File: config.mk
export PLATFORM = sky130hd
export DESIGN_NAME = lsu_mem_req_flat
export DESIGN_NICKNAME = d
export VERILOG_FILES = /design/src/rtl/lsu_mem_req_if.sv /design/src/rtl/lsu_mem_req.sv /design/src/flat_wrapper.sv
export SDC_FILE = /design/constraint.sdc
export NUM_CORES = 1
export LEC_CHECK = 0
export ABC_AREA = 1
export BUFFER_PORTS_ARGS = -buffer_cell sky130_fd_sc_hd__buf_4
export CELL_PAD_IN_SITES_DETAIL_PLACEMENT = 1
export CELL_PAD_IN_SITES_GLOBAL_PLACEMENT = 2
export CORE_MARGIN = 10
export CORE_UTILIZATION = 23
export DETAILED_ROUTE_END_ITERATION = 10
export GPL_TIMING_DRIVEN = 0
export PLACE_DENSITY = 0.72
export SLEW_MARGIN = 10
export SYNTH_ARGS = -nofsm -noshare
export SYNTH_HDL_FRONTEND = slang
export SYNTH_SLANG_ARGS = --single-unit
File: constraint.sdc
create_clock -name clk -period 1.8 [get_ports clk]
set_input_delay 0.18 -clock clk [delete_from_list [all_inputs] [get_ports clk]]
set_output_delay 0.18 -clock clk [all_outputs]
set_load 0.01 [all_outputs]
File: src/rtl/lsu_mem_req_if.sv
// Bundle of the load/store request, data-memory port and result-bus signals.
// slave is the lsu_mem_req side; master is the queue/memory/bus side.
// Handshake rule for both req_* and resp_*: a transfer happens on a rising edge
// where valid and ready are both high; the sender holds valid and all fields
// stable until that edge, and ready never depends combinationally on valid.
interface lsu_mem_req_if;
    // request from the load/store queue
    logic        req_valid;
    logic        req_ready;
    logic [31:0] req_pc;
    logic [31:0] req_addr;
    logic [31:0] req_wdata;
    logic [5:0]  req_tag;
    logic [3:0]  req_op;
    // data-memory single read/write port
    logic [31:0] mem_pc;
    logic [31:0] mem_addr;
    logic [31:0] mem_wdata;
    logic [5:0]  mem_reg;
    logic [3:0]  mem_op;
    logic        mem_rd_en;
    logic        mem_wr_en;
    logic        mem_miss;
    logic [31:0] mem_pc_in;
    logic [5:0]  mem_reg_in;
    logic [31:0] mem_data;
    logic        mem_valid;
    // result toward the common data bus
    logic        resp_valid;
    logic        resp_ready;
    logic [31:0] resp_pc;
    logic [31:0] resp_data;
    logic [5:0]  resp_tag;
    logic        resp_is_store;
    logic        resp_err;

    modport slave (
        input  req_valid, req_pc, req_addr, req_wdata, req_tag, req_op,
        output req_ready,
        output mem_pc, mem_addr, mem_wdata, mem_reg, mem_op,
        output mem_rd_en, mem_wr_en, mem_miss,
        input  mem_pc_in, mem_reg_in, mem_data, mem_valid,
        output resp_valid, resp_pc, resp_data, resp_tag, resp_is_store, resp_err,
        input  resp_ready
    );

    modport master (
        output req_valid, req_pc, req_addr, req_wdata, req_tag, req_op,
        input  req_ready,
        input  mem_pc, mem_addr, mem_wdata, mem_reg, mem_op,
        input  mem_rd_en, mem_wr_en, mem_miss,
        output mem_pc_in, mem_reg_in, mem_data, mem_valid,
        input  resp_valid, resp_pc, resp_data, resp_tag, resp_is_store, resp_err,
        output resp_ready
    );
endinterface

File: src/rtl/lsu_mem_req.sv
// Load/store request initiator for the data memory's single read/write port.
// One operation in flight at a time: accept in IDLE, strobe the port for one
// cycle in ISSUE, wait for load data or a fixed store latency in WAIT, then
// hold the tagged result in RESP until the bus takes it.
// Optional feature macro: LSU_TIMEOUT_EN adds a load watchdog that ends a
// load with resp_err after TIMEOUT WAIT cycles without a matching return.
module lsu_mem_req #(
    parameter int unsigned MEM_LATENCY = 10,
    parameter int unsigned TIMEOUT     = 31
) (
    input  logic               clk,
    input  logic               rstn,
    lsu_mem_req_if.slave       bus,
    output logic [1:0]         o_dbg_state
);

    typedef enum logic [1:0] {
        S_IDLE  = 2'd0,
        S_ISSUE = 2'd1,
        S_WAIT  = 2'd2,
        S_RESP  = 2'd3
    } state_t;

    localparam logic [3:0] OP_LB = 4'd7;
    localparam logic [3:0] OP_LW = 4'd8;
    localparam logic [3:0] OP_SB = 4'd9;
    localparam logic [3:0] OP_SW = 4'd10;

    localparam logic [7:0] LAT_LAST = 8'(MEM_LATENCY - 1);
`ifdef LSU_TIMEOUT_EN
    localparam logic [7:0] TO_LIMIT = 8'(TIMEOUT);
`endif

    state_t      r_state;
    state_t      w_state_next;

    logic [31:0] r_pc;
    logic [31:0] r_addr;
    logic [31:0] r_wdata;
    logic [5:0]  r_tag;
    logic [3:0]  r_op;
    logic [7:0]  r_cnt;
    logic [31:0] r_resp_data;
    logic        r_resp_err;
    logic        r_resp_is_store;

    logic        w_req_legal;
    logic        w_is_load;
    logic        w_match;
    logic [7:0]  w_cnt_inc;
    logic        w_accept;
    logic        w_load_done;
    logic        w_store_done;
`ifdef LSU_TIMEOUT_EN
    logic        w_timeout;
`endif

    assign w_req_legal = (bus.req_op == OP_LB) || (bus.req_op == OP_LW) ||
                         (bus.req_op == OP_SB) || (bus.req_op == OP_SW);
    assign w_is_load   = (r_op == OP_LB) || (r_op == OP_LW);
    assign w_match     = bus.mem_valid && (bus.mem_reg_in == r_tag) &&
                         (bus.mem_pc_in == r_pc);
    // Saturating increment; the latency and watchdog compares look at the
    // value being loaded this edge, so the store result lands MEM_LATENCY
    // cycles after the strobe cycle.
    assign w_cnt_inc   = (r_cnt == 8'hFF) ? r_cnt : (r_cnt + 8'd1);

    // State register.
    always_ff @(posedge clk or negedge rstn) begin
        if (!rstn) begin
            r_state <= S_IDLE;
        end else begin
            r_state <= w_state_next;
        end
    end

    // Next-state decode and per-cycle completion events.
    always_comb begin
        w_state_next = r_state;
        w_accept     = 1'b0;
        w_load_done  = 1'b0;
        w_store_done = 1'b0;
`ifdef LSU_TIMEOUT_EN
        w_timeout    = 1'b0;
`endif
        case (r_state)
            S_IDLE: begin
                if (bus.req_valid) begin
                    w_accept     = 1'b1;
                    w_state_next = w_req_legal ? S_ISSUE : S_RESP;
                end
            end
            S_ISSUE: begin
                w_state_next = S_WAIT;
            end
            S_WAIT: begin
                if (w_is_load) begin
                    // A matching return wins over a watchdog expiry in the same cycle.
                    if (w_match) begin
                        w_load_done  = 1'b1;
                        w_state_next = S_RESP;
                    end
`ifdef LSU_TIMEOUT_EN
                    else if (w_cnt_inc == TO_LIMIT) begin
                        w_timeout    = 1'b1;
                        w_state_next = S_RESP;
                    end
`endif
                end else if (w_cnt_inc == LAT_LAST) begin
                    w_store_done = 1'b1;
                    w_state_next = S_RESP;
                end
            end
            S_RESP: begin
                if (bus.resp_ready) begin
                    w_state_next = S_IDLE;
                end
            end
            default: begin
                w_state_next = S_IDLE;
            end
        endcase
    end

    // Request latch, wait counter and result capture.
    always_ff @(posedge clk or negedge rstn) begin
        if (!rstn) begin
            r_pc            <= '0;
            r_addr          <= '0;
            r_wdata         <= '0;
            r_tag           <= '0;
            r_op            <= '0;
            r_cnt           <= '0;
            r_resp_data     <= '0;
            r_resp_err      <= 1'b0;
            r_resp_is_store <= 1'b0;
        end else begin
            if (w_accept) begin
                r_pc            <= bus.req_pc;
                r_addr          <= bus.req_addr;
                r_wdata         <= bus.req_wdata;
                r_tag           <= bus.req_tag;
                r_op            <= bus.req_op;
                r_cnt           <= '0;
                r_resp_data     <= '0;
                r_resp_err      <= !w_req_legal;
                r_resp_is_store <= 1'b0;
            end
            if (r_state == S_WAIT) begin
                r_cnt <= w_cnt_inc;
            end
            if (w_load_done) begin
                r_resp_data <= (r_op == OP_LB) ? {24'b0, bus.mem_data[7:0]} : bus.mem_data;
            end
            if (w_store_done) begin
                r_resp_is_store <= 1'b1;
            end
`ifdef LSU_TIMEOUT_EN
            if (w_timeout) begin
                r_resp_err <= 1'b1;
            end
`endif
        end
    end

    assign bus.req_ready     = (r_state == S_IDLE);
    assign bus.mem_pc        = r_pc;
    assign bus.mem_addr      = r_addr;
    assign bus.mem_wdata     = r_wdata;
    assign bus.mem_reg       = r_tag;
    assign bus.mem_op        = r_op;
    assign bus.mem_rd_en     = (r_state == S_ISSUE) && w_is_load;
    assign bus.mem_wr_en     = (r_state == S_ISSUE) && !w_is_load;
    assign bus.mem_miss      = (r_state == S_ISSUE);
    assign bus.resp_valid    = (r_state == S_RESP);
    assign bus.resp_pc       = r_pc;
    assign bus.resp_data     = r_resp_data;
    assign bus.resp_tag      = r_tag;
    assign bus.resp_is_store = r_resp_is_store;
    assign bus.resp_err      = r_resp_err;
    assign o_dbg_state       = r_state;

endmodule
File: src/flat_wrapper.sv
// flat-port wrapper written by rule: the top's interface ports become plain ports
module lsu_mem_req_flat 
#(
    parameter int unsigned MEM_LATENCY = 10,
    parameter int unsigned TIMEOUT     = 31
)
  (clk, rstn, o_dbg_state, bus_req_valid, bus_req_pc, bus_req_addr, bus_req_wdata, bus_req_tag, bus_req_op, bus_req_ready, bus_mem_pc, bus_mem_addr, bus_mem_wdata, bus_mem_reg, bus_mem_op, bus_mem_rd_en, bus_mem_wr_en, bus_mem_miss, bus_mem_pc_in, bus_mem_reg_in, bus_mem_data, bus_mem_valid, bus_resp_valid, bus_resp_pc, bus_resp_data, bus_resp_tag, bus_resp_is_store, bus_resp_err, bus_resp_ready);
  lsu_mem_req_if bus_i ();
  input  logic clk;
  input  logic rstn;
  output logic [1:0] o_dbg_state;
  input wire logic [$bits(bus_i.req_valid)-1:0] bus_req_valid;
  input wire logic [$bits(bus_i.req_pc)-1:0] bus_req_pc;
  input wire logic [$bits(bus_i.req_addr)-1:0] bus_req_addr;
  input wire logic [$bits(bus_i.req_wdata)-1:0] bus_req_wdata;
  input wire logic [$bits(bus_i.req_tag)-1:0] bus_req_tag;
  input wire logic [$bits(bus_i.req_op)-1:0] bus_req_op;
  output wire logic [$bits(bus_i.req_ready)-1:0] bus_req_ready;
  output wire logic [$bits(bus_i.mem_pc)-1:0] bus_mem_pc;
  output wire logic [$bits(bus_i.mem_addr)-1:0] bus_mem_addr;
  output wire logic [$bits(bus_i.mem_wdata)-1:0] bus_mem_wdata;
  output wire logic [$bits(bus_i.mem_reg)-1:0] bus_mem_reg;
  output wire logic [$bits(bus_i.mem_op)-1:0] bus_mem_op;
  output wire logic [$bits(bus_i.mem_rd_en)-1:0] bus_mem_rd_en;
  output wire logic [$bits(bus_i.mem_wr_en)-1:0] bus_mem_wr_en;
  output wire logic [$bits(bus_i.mem_miss)-1:0] bus_mem_miss;
  input wire logic [$bits(bus_i.mem_pc_in)-1:0] bus_mem_pc_in;
  input wire logic [$bits(bus_i.mem_reg_in)-1:0] bus_mem_reg_in;
  input wire logic [$bits(bus_i.mem_data)-1:0] bus_mem_data;
  input wire logic [$bits(bus_i.mem_valid)-1:0] bus_mem_valid;
  output wire logic [$bits(bus_i.resp_valid)-1:0] bus_resp_valid;
  output wire logic [$bits(bus_i.resp_pc)-1:0] bus_resp_pc;
  output wire logic [$bits(bus_i.resp_data)-1:0] bus_resp_data;
  output wire logic [$bits(bus_i.resp_tag)-1:0] bus_resp_tag;
  output wire logic [$bits(bus_i.resp_is_store)-1:0] bus_resp_is_store;
  output wire logic [$bits(bus_i.resp_err)-1:0] bus_resp_err;
  input wire logic [$bits(bus_i.resp_ready)-1:0] bus_resp_ready;
  assign bus_i.req_valid = bus_req_valid;
  assign bus_i.req_pc = bus_req_pc;
  assign bus_i.req_addr = bus_req_addr;
  assign bus_i.req_wdata = bus_req_wdata;
  assign bus_i.req_tag = bus_req_tag;
  assign bus_i.req_op = bus_req_op;
  assign bus_req_ready = bus_i.req_ready;
  assign bus_mem_pc = bus_i.mem_pc;
  assign bus_mem_addr = bus_i.mem_addr;
  assign bus_mem_wdata = bus_i.mem_wdata;
  assign bus_mem_reg = bus_i.mem_reg;
  assign bus_mem_op = bus_i.mem_op;
  assign bus_mem_rd_en = bus_i.mem_rd_en;
  assign bus_mem_wr_en = bus_i.mem_wr_en;
  assign bus_mem_miss = bus_i.mem_miss;
  assign bus_i.mem_pc_in = bus_mem_pc_in;
  assign bus_i.mem_reg_in = bus_mem_reg_in;
  assign bus_i.mem_data = bus_mem_data;
  assign bus_i.mem_valid = bus_mem_valid;
  assign bus_resp_valid = bus_i.resp_valid;
  assign bus_resp_pc = bus_i.resp_pc;
  assign bus_resp_data = bus_i.resp_data;
  assign bus_resp_tag = bus_i.resp_tag;
  assign bus_resp_is_store = bus_i.resp_is_store;
  assign bus_resp_err = bus_i.resp_err;
  assign bus_i.resp_ready = bus_resp_ready;
  lsu_mem_req #(.MEM_LATENCY(MEM_LATENCY), .TIMEOUT(TIMEOUT)) u_core (.clk(clk), .rstn(rstn), .bus(bus_i), .o_dbg_state(o_dbg_state));
endmodule
==> out/qor.csv, run 1 <==
metric;value;unit
status;complete, but fails checks;
violations;setup timing;
async_reset_ff_share;100.0;%
p_total;18.88;mW
start_util;23.45;%
syn_inst;745;
ys_warn_count;0;
max_slew_margin;59.59;%
via_count;7222;
cellPowerDensity;1450;nW/um^2
met3_usage;4.940;%
ys_types;25;
dp_slack;-0.6293;ns
ys.flop_type;dfrtp_1;
clk_pin_slew;0.07;ns
cts_buffer_depth;2;
antenna_found_initial;3;
chipHeight;197.3;um
die_w;197.3;um
syn_area;7229;um^2
leakagePower;6.638;nW
clock_latency;0.43;ns
layout_commonest_cell;buf_4;
synth_nets;932;
seq_area_frac_synth;51.92;%
finalNonFillerCells;1709;
finalSetupTns;-0.07827;ns
drcViolationCount;0;
worstMarginPinSlew;0.6062;ns
num_rows;64;
cts_root_buf;clkbuf_16;
first_iter_violations;161;
crit_type;register to register;
drive_gt1_share;49.39;%
maxCapViolations;0;
fmax;0.5497;GHz
grt_max_degree;83;
route.antenna.remaining_nets;0;
grt.met2_usage;29.80;%
grt_pass1_vias;8171;
grt_pass1_wl;47.86;mm
avgSynthCellArea;9.704;um^2
area_growth;80.08;%
cp-end-kind;register;
via_per_inst;4.226;
yosys_register_bits;150;
overflow;0;
period_needed;1.819;ns
cts-buffers-inserted;17;
slew_viol_final;0;
grt-busiest-layer;met2;
cp.required;2.13;ns
cp.arrival;2.15;ns
fin_skew;0.009952;ns
place_area;10500;um^2
most-common-layout-cells;buf_4 (442), dfrtp_1 (143), nand2_1 (138), dlygate4sd3_1 (128), mux2_2 (74);
grt_util_met1;16.60;%
vdd_drop_max;0.0006092;V
routedWlPerCell;18.63;um
firstDrtPassIters;4;
fin_ws;-0.01926;ns
utilization;42.23;%
cts_htree_levels;4;
routed_wl;31.84;mm
numClockSinks;150;
fin_crit_sh;101.1;%
cts_tree;yes;
io_buffer_count;365;
start_kind;register;
setup_viol_count_final;8;
whs;0.01643;ns
hp-class;input port to register;
synth_edf_count;0;
gp_congestion;0.7319;
hold_viol_final;0;
grt_use_total;15.90;%
coreArea;30830;um^2
design_area;13020;um^2
dieArea;38920;um^2
hpwl;23.38;mm
rsz0062_at_grt;true;
io_pins;366;
dpl.cell_count;1507;
nets;1484;
cp_max_fo;8;
==> critical path, stage by stage (launching register included) <==
cell,delay (ns)
dfrtp_2,0.46
xnor2_2,0.16
nand2_1,0.12
nor2_1,0.12
nand2_1,0.09
nor2_4,0.16
nand2_4,0.09
inv_6,0.10
nand2_8,0.12
clkbuf_16,0.19
nand3_2,0.05
nand2_1,0.05
==> layout make-up <==
class	count	area, um^2
flip-flops and latches	150	3762
repair buffers	534	4436
clock buffers	18	439.2
fillers	3509	17810
diodes	3	7.507
multi-input cells	445	2854
plain buffers	68	551.8
clock inverters	14	163.9
well taps	396	495.5
inverters	81	309.0
==> where the power goes <==
part	internal [mW]	leakage, nW	total (mW)	switching [mW]
Sequential	4.69	1.82	5.72	1.03
Combinational	5.02	4.53	9.39	4.36
Clock	2.12	0.292	3.77	1.65
Total	11.8	6.64	18.9	7.04
==> synthesized netlist by cell type, types with 3 or more instances <==
cell type	number	area, um^2
nand4_1	26	162.7
nand3_1	26	130.1
nor2_1	63	236.5
a21oi_1	35	175.2
clkbuf_1	10	37.54
dfrtp_1	150	3754
xor2_1	5	43.79
ha_1	6	75.07
nand2_1	146	548.0
buf_1	8	30.03
inv_2	3	11.26
nand3_2	30	300.3
mux2_2	74	833.3
xnor2_1	5	43.79
o21ai_0	20	100.1
buf_6	3	33.78
buf_4	41	307.8
inv_1	77	289.0
buf_2	7	35.03
o22ai_1	5	31.28
==> cells by family (layout without fill, tap and decap cells) <==
logic type,Yosys count,count (layout),synth area share (%)
AOI/OAI and AO/OA,61,61,4.361
and+or+nand+nor,294,294,19.59
muxes,74,74,11.53
adders and majority gates,6,6,1.038
DFF,150,150,51.92
buffers and inverters,150,715,10.35
xor gates and xnor gates,10,10,1.211
other,0,3,0
==> layer usage <==
| layer | share of wire (%) | wire length [um] | vias up |
|---|---|---|---|
| li1 | - | - | 3486 |
| met1 | 38 | 12220 | 3520 |
| met2 | 54 | 17090 | 184 |
| met3 | 6.0 | 1908 | 32 |
| met4 | 2.0 | 624 | 0 |
| met5 | 0 | 0 | - |
==> final timing paths <==
kind	from	to	slack, ns	cells past startpoint
worst min-delay path	bus_req_pc[3]	u_core.bus.mem_pc[3]	0.02	3
worst min register to register	u_core.bus.resp_err	u_core.bus.resp_err	0.49	2
max in group asynchronous	rstn	u_core.o_dbg_state[0]	0.63	3
worst max-delay path	u_core.bus.mem_pc[24]	u_core.bus.resp_data[13]	-0.02	11
worst max register to register	u_core.bus.mem_pc[24]	u_core.bus.resp_data[13]	-0.02	11
min in group asynchronous	rstn	u_core.bus.resp_data[25]	0.28	2
==> timing repair <==
action / 4_1_cts / 5_1_grt
hold buffers: 128 / 0
setup buffers: 23 / 13
gates resized for setup: 59 / 25
pin swaps: 9 / 14
cloned: 2 / 2
endpoints found under the setup margin: 151 / 86
endpoints found under the hold margin: 195 / 0
No activity file was read; power rests on OpenSTA's default activity.
==> inputs of run 2 (changes only) <==
--- a/config.mk
+++ b/config.mk
@@ -7,13 +7,12 @@
 export LEC_CHECK = 0
 export ABC_AREA = 1
 export BUFFER_PORTS_ARGS = -buffer_cell sky130_fd_sc_hd__buf_4
-export CELL_PAD_IN_SITES_DETAIL_PLACEMENT = 1
-export CELL_PAD_IN_SITES_GLOBAL_PLACEMENT = 2
+export CORE_ASPECT_RATIO = 1.1
 export CORE_MARGIN = 10
-export CORE_UTILIZATION = 23
+export CORE_UTILIZATION = 42
 export DETAILED_ROUTE_END_ITERATION = 10
 export GPL_TIMING_DRIVEN = 0
-export PLACE_DENSITY = 0.72
+export PLACE_DENSITY = 0.74
 export SLEW_MARGIN = 10
 export SYNTH_ARGS = -nofsm -noshare
 export SYNTH_HDL_FRONTEND = slang
==> run 2 against run 1 <==
Net effect: the run now ends clean; maximum frequency grew 1.3%; first-iteration DRC count increased by 110%; die area shrank 41%; total power decreased by 0.27%; critical path depth shrank 5; routed wire length down 13%; count of clock-buffer cells in the layout is 1 higher; register-to-register slack better by 0.02 ns; clock power increased by 6.9%; hold slack worse by 0.0020 ns; global-route usage is 7.4 points higher.
==> out/qor.csv, run 2 (synthesis gave the netlist of run 1 again) <==
metric;value;unit;change
area_growth;69.37;%;
status;complete, no violations;;
io_pins;366;;unchanged
wl_met2;14.43;mm;-16%
switching_share;36.44;%;-0.84 points
worstMarginPinSlew;0.5827;ns;-0.02349 ns
grt_pass1_vias;7534;;-7.8%
utilization;72.22;%;+30 points
cp_max_fo;10;;+2
hpwl;19.82;mm;-15%
power_frac_seq;30.9;%;+0.6 points
dieArea;22870;um^2;-41%
nets;1433;;-3.4%
drive_gt1_share;48.85;%;-0.54 points
finalSetupTns;0;ns;+0.07827 ns
max_slew_margin;61.16;%;+1.6 points
p_total;18.83;mW;-0.27%
fmax;0.5565;GHz;+1.3%
vdd_drop_max;0.001116;V;+83%
setup_viol_count_final;0;;-8
chipHeight;157.6;um;-20%
p_int;11.97;mW;+1.1%
clk_pin_slew;0.06;ns;about the same
cp-startpoint;u_core.o_dbg_state[0];;
numClockSinks;150;;unchanged
fin_skew;0.01020;ns;+0.0002462 ns
cts_tree;yes;;
cts_buffer_depth;2;;unchanged
start_util;42.64;%;+19 points
most-common-layout-cells;buf_4 (426), dfrtp_1 (144), nand2_1 (141), dlygate4sd3_1 (97), inv_1 (76);;
die_w;145.1;um;-26%
whs;0.01444;ns;-0.001985 ns
cp-end-kind;register;;
leakagePower;6.362;nW;-4.1%
slew_viol_final;0;;unchanged
via_count;7113;;-1.5%
cts_root_buf;clkbuf_16;;
hold_viol_final;0;;unchanged
layout_commonest_cell;buf_4;;
grt_max_degree;77;;-7.2%
wl_met1;10.51;mm;-14%
power_frac_clock;21.4;%;+1.4 points
cts-buffers-inserted;17;;unchanged
firstDrtPassIters;5;;+1
crit_type;register to register;;
met3WireLength;1.812;mm;-5.0%
worstHoldStart;bus_mem_data[23];;
period_needed;1.797;ns;-0.02246 ns
cp.arrival;2.15;ns;about the same
maxCapViolations;0;;unchanged
grt_pass1_wl;42.10;mm;-12%
top_layer_used;met4;;
first_iter_violations;342;;+110%
route.antenna.remaining_nets;0;;unchanged
p_sw;6.862;mW;-2.5%
p_comb_share;47.7;%;-2.0 points
cts_htree_levels;4;;unchanged
cellPowerDensity;1538;nW/um^2;+6.0%
via_per_inst;4.761;;+13%
cp.required;2.16;ns;+0.03 ns
rsz0062_at_grt;true;;
gp_congestion;0.8340;;+14%
hp-class;input port to register;;
fin_crit_sh;99.82;%;-1.2 points
routed_wl;27.74;mm;-13%
start_kind;register;;
routedWlPerCell;18.57;um;-0.33%
overflow;0;;unchanged
clock_latency;0.42;ns;about the same
antenna_found_initial;1;;-2
grt_use_total;23.26;%;+7.4 points
num_rows;50;;-22%
io_buffer_count;365;;unchanged
drcViolationCount;0;;unchanged
coreArea;16950;um^2;-45%
r2r_start;u_core.o_dbg_state[0];;
==> run 2: cell count changes in the layout (fill, tap and decap cells not counted), moves of 3 or more <==
cell and delta:
nand3_2 +3, inv_2 -4, buf_4 -16, inv_6 -4, nand2_1 +3, clkbuf_16 -4, inv_1 +4, dlygate4sd3_1 -31
bufinv_16 +3
==> run 2: final timing paths <==
path,cells past startpoint,end,slack (ns)
worst max-delay path,6,u_core.bus.resp_data[25],0.003
worst min-delay path,3,u_core.bus.resp_data[23],0.01
worst max register to register,6,u_core.bus.resp_data[25],0.003
worst min register to register,2,u_core.bus.resp_err,0.49
max in group asynchronous,3,u_core.bus.mem_pc[5],0.68
min in group asynchronous,2,u_core.bus.resp_data[26],0.33
==> run 2: timing repair <==
item / in CTS / in global routing
pin swaps: 1 / 2
endpoints found under the hold margin: 170 / 0
endpoints found under the setup margin: 151 / 74
setup buffers: 7 / 12
resized for setup: 35 / 26
hold buffers: 97 / 0
==> run 2: stage by stage <==
stage / cells / worst slack, ns / cell area (um^2)
floorplan: 745 / 0.02779 / 7231
finish: 1494 / 0.003205 / 12240
CTS: 1481 / 0.002136 / 12070
global placement: 1344 / -0.3564 / 10260
detailed placement: 1345 / -0.4269 / 10300
global route: 1494 / -0.1515 / 12240
==> run 2: layout make-up <==
cell class | instances | area [um^2]
fillers | 1226 | 4710
clock inverters | 13 | 220.2
inverters | 81 | 309.0
diodes | 1 | 2.502
multi-input cells | 445 | 2799
plain buffers | 69 | 528.0
repair buffers | 482 | 3889
flip-flops and latches | 150 | 3761
clock buffers | 19 | 442.9
well taps | 234 | 292.8
==> run 2: power by group through the flow <==
stage / sequential (mW) / combinational, mW / clock [mW]
floorplan: 6.15 / 3.65 / 0
global placement: 5.73 / 8.13 / 0
detailed placement: 5.80 / 8.26 / 0
CTS: 5.75 / 8.68 / 4.07
global route: 5.95 / 9.70 / 4.22
finish: 5.81 / 8.99 / 4.03
==> run 2: layer usage <==
metal  up-vias  GRT usage (%)
li1       3385              -
met5         -              0
met2       291          41.25
met1      3382          25.69
met4         0          10.65
met3        55          6.282
==> run 2: critical path, stage by stage (launching register included) <==
cell and delay, ns:
dfrtp_2 0.46, inv_1 0.11, ha_1 0.35, clkbuf_2 0.33, clkbuf_2 0.28, nand4_1 0.13
nand2_1 0.08
==> inputs of run 3 (changes only) <==
--- a/config.mk
+++ b/config.mk
@@ -9,10 +9,11 @@
 export BUFFER_PORTS_ARGS = -buffer_cell sky130_fd_sc_hd__buf_4
 export CORE_ASPECT_RATIO = 1.1
 export CORE_MARGIN = 10
-export CORE_UTILIZATION = 42
+export CORE_UTILIZATION = 39
 export DETAILED_ROUTE_END_ITERATION = 10
+export GPL_ROUTABILITY_DRIVEN = 0
 export GPL_TIMING_DRIVEN = 0
-export PLACE_DENSITY = 0.74
+export PLACE_DENSITY = 0.66
 export SLEW_MARGIN = 10
 export SYNTH_ARGS = -nofsm -noshare
 export SYNTH_HDL_FRONTEND = slang
==> constraint.sdc (replaced) <==
create_clock -name clk -period 2.2 [get_ports clk]
set_input_delay 0.22 -clock clk [delete_from_list [all_inputs] [get_ports clk]]
set_output_delay 0.22 -clock clk [all_outputs]
set_load 0.01 [all_outputs]
==> run 3 against run 2 <==
Net effect: combinational power down 26%; first-iteration DRC count down 20%; largest cell class is now registers; maximum frequency down 13%; routed wire length down 9.8%; clock power down 33%; design area down 11%; die area up 6.7%.
==> out/qor.csv, run 3 (synthesis gave the netlist of run 1 again) <==
metric;value;unit;change
numClockSinks;150;;unchanged
grt_pass1_vias;6625;;-12%
hp-class;input port to register;;
nets;1318;;-8.0%
seqCellArea;3754;um^2;-0.20%
dieArea;24390;um^2;+6.7%
grt_max_degree;82;;+6.5%
nFillCells;1677;;+37%
cts_buffer_depth;2;;unchanged
finalSetupTns;0;ns;unchanged
cellPowerDensity;1294;nW/um^2;-16%
ff2ff_path_depth;11;;+5
cp_max_fo;10;;unchanged
cts-buffers-inserted;17;;unchanged
dpl.cell_count;1354;;+0.67%
vdd_drop_max;0.0007638;V;-32%
grt_use_total;19.70;%;-3.6 points
grt_pass1_wl;37.23;mm;-12%
setup_viol_count_final;0;;unchanged
io_pins;366;;unchanged
holdPathStages;2;;-1
layout_commonest_cell;buf_4;;
via_count;6415;;-9.8%
clock_latency;0.42;ns;about the same
multi_input_area;2730;um^2;-2.5%
finalNonFillerCells;1389;;-7.0%
utilization;59.53;%;-13 points
route.antenna.remaining_nets;0;;unchanged
overflow;0;;unchanged
die_w;149.8;um;+3.3%
routedWlPerCell;18.01;um;-3.0%
start_kind;register;;
coreArea;18280;um^2;+7.8%
fmax;0.4854;GHz;-13%
worstMarginPinSlew;0.6375;ns;+0.05480 ns
first_iter_violations;274;;-20%
max_slew_margin;57.50;%;-3.7 points
chipHeight;162.8;um;+3.3%
leakagePower;5.783;nW;-9.1%
start_util;39.54;%;-3.1 points
drive_gt1_share;49.39;%;+0.54 points
antenna_found_initial;1;;unchanged
firstDrtPassIters;5;;unchanged
rrSetupSlack;0.14;ns;+0.14 ns
via_per_inst;4.618;;-3.0%
drcViolationCount;0;;unchanged
area_growth;50.54;%;
cts_tree;yes;;
slew_viol_final;0;;unchanged
status;complete, no violations;;
cp.arrival;2.36;ns;+0.21 ns
cp.required;2.50;ns;+0.34 ns
fin_crit_sh;93.64;%;-6.2 points
clk_pin_slew;0.07;ns;about the same
crit_type;register to register;;
most-common-layout-cells;buf_4 (406), dfrtp_1 (150), nand2_1 (145), inv_1 (77), mux2_2 (74);;
num_rows;52;;+4.0%
fin_skew;0.01724;ns;+0.007041 ns
cp-end-kind;register;;
cts_root_buf;clkbuf_16;;
period_needed;2.060;ns;+0.2633 ns
maxCapViolations;0;;unchanged
hold_viol_final;0;;unchanged
cts_htree_levels;4;;unchanged
rsz0062_at_grt;false;;
p_total;14.08;mW;-25%
routed_wl;25.01;mm;-9.8%
hpwl;19.94;mm;+0.58%
io_buffer_count;365;;unchanged
-- run 3: layout make-up --
class                      instances  share of cell area, %
clock buffer                      18                  3.943
inverter                          81                  2.794
buffer                            69                  4.185
clock inverter                    14                  1.069
timing repair buffer             367                  25.59
antenna                            2                0.04599
sequential                       150                  34.49
multi-input combinational        445                  25.09
tap                              243                  2.794
-- run 3: routing by layer --
metal / vias to the layer above / wire (um) / track usage, % / part of all wire, %
li1: 3161 / - / - / -
met1: 3025 / 9329 / 21.72 / 37
met2: 206 / 13340 / 34.47 / 53
met3: 23 / 1807 / 6.976 / 7.2
met4: 0 / 532 / 6.543 / 2.1
met5: - / 0 / 0 / 0
-- run 3: power by group --
group          internal, mW  leakage (nW)  total (mW)  switching, mW
sequential             3.83          1.82        4.73          0.905
clock                  1.47         0.257        2.72           1.24
combinational          3.51          3.70        6.64           3.13
-- run 3: path summary, 6_finish.rpt --
check,startpoint,endpoint
setup / recovery,u_core.bus.mem_pc[22],u_core.bus.resp_data[20]
hold / removal,bus_req_addr[5],u_core.bus.mem_addr[5]
setup reg to reg,u_core.bus.mem_pc[22],u_core.bus.resp_data[20]
hold reg to reg,u_core.bus.resp_is_store,u_core.bus.resp_is_store
max in group asynchronous,rstn,u_core.bus.mem_wdata[27]
min in group asynchronous,rstn,u_core.bus.resp_data[20]
-- run 3: critical path, stage by stage (launching register included) --
cell and delay (ns):
dfrtp_1 0.45, xnor2_1 0.29, nand2_1 0.14, nor2_1 0.16, nand2_1 0.07, nor2_1 0.15
nand2_1 0.15, inv_2 0.16, nand2_4 0.10, buf_6 0.17, nand3_2 0.06, nand2_1 0.06
-- run 3: through the flow --
stage / worst slack, ns / hold slack, ns / cell area (um^2)
finish: 0.1400 / 0.02467 / 10880
global route: 0.02325 / 0.004514 / 10880
CTS: 0.04707 / 0.004234 / 10870
detailed placement: -0.4210 / 0.2297 / 10310
global placement: -0.4085 / 0.4523 / 10270
floorplan: 0.3383 / -0.07559 / 7229
-- run 3: repair_timing --
| item | CTS | global route |
|---|---|---|
| setup buffers | 0 | 0 |
| setup endpoints to repair | 98 | 17 |
| gates resized for setup | 5 | 3 |
| cloned | 0 | 0 |
| endpoints found under the hold margin | 69 | 0 |
| hold buffers | 1 | 0 |
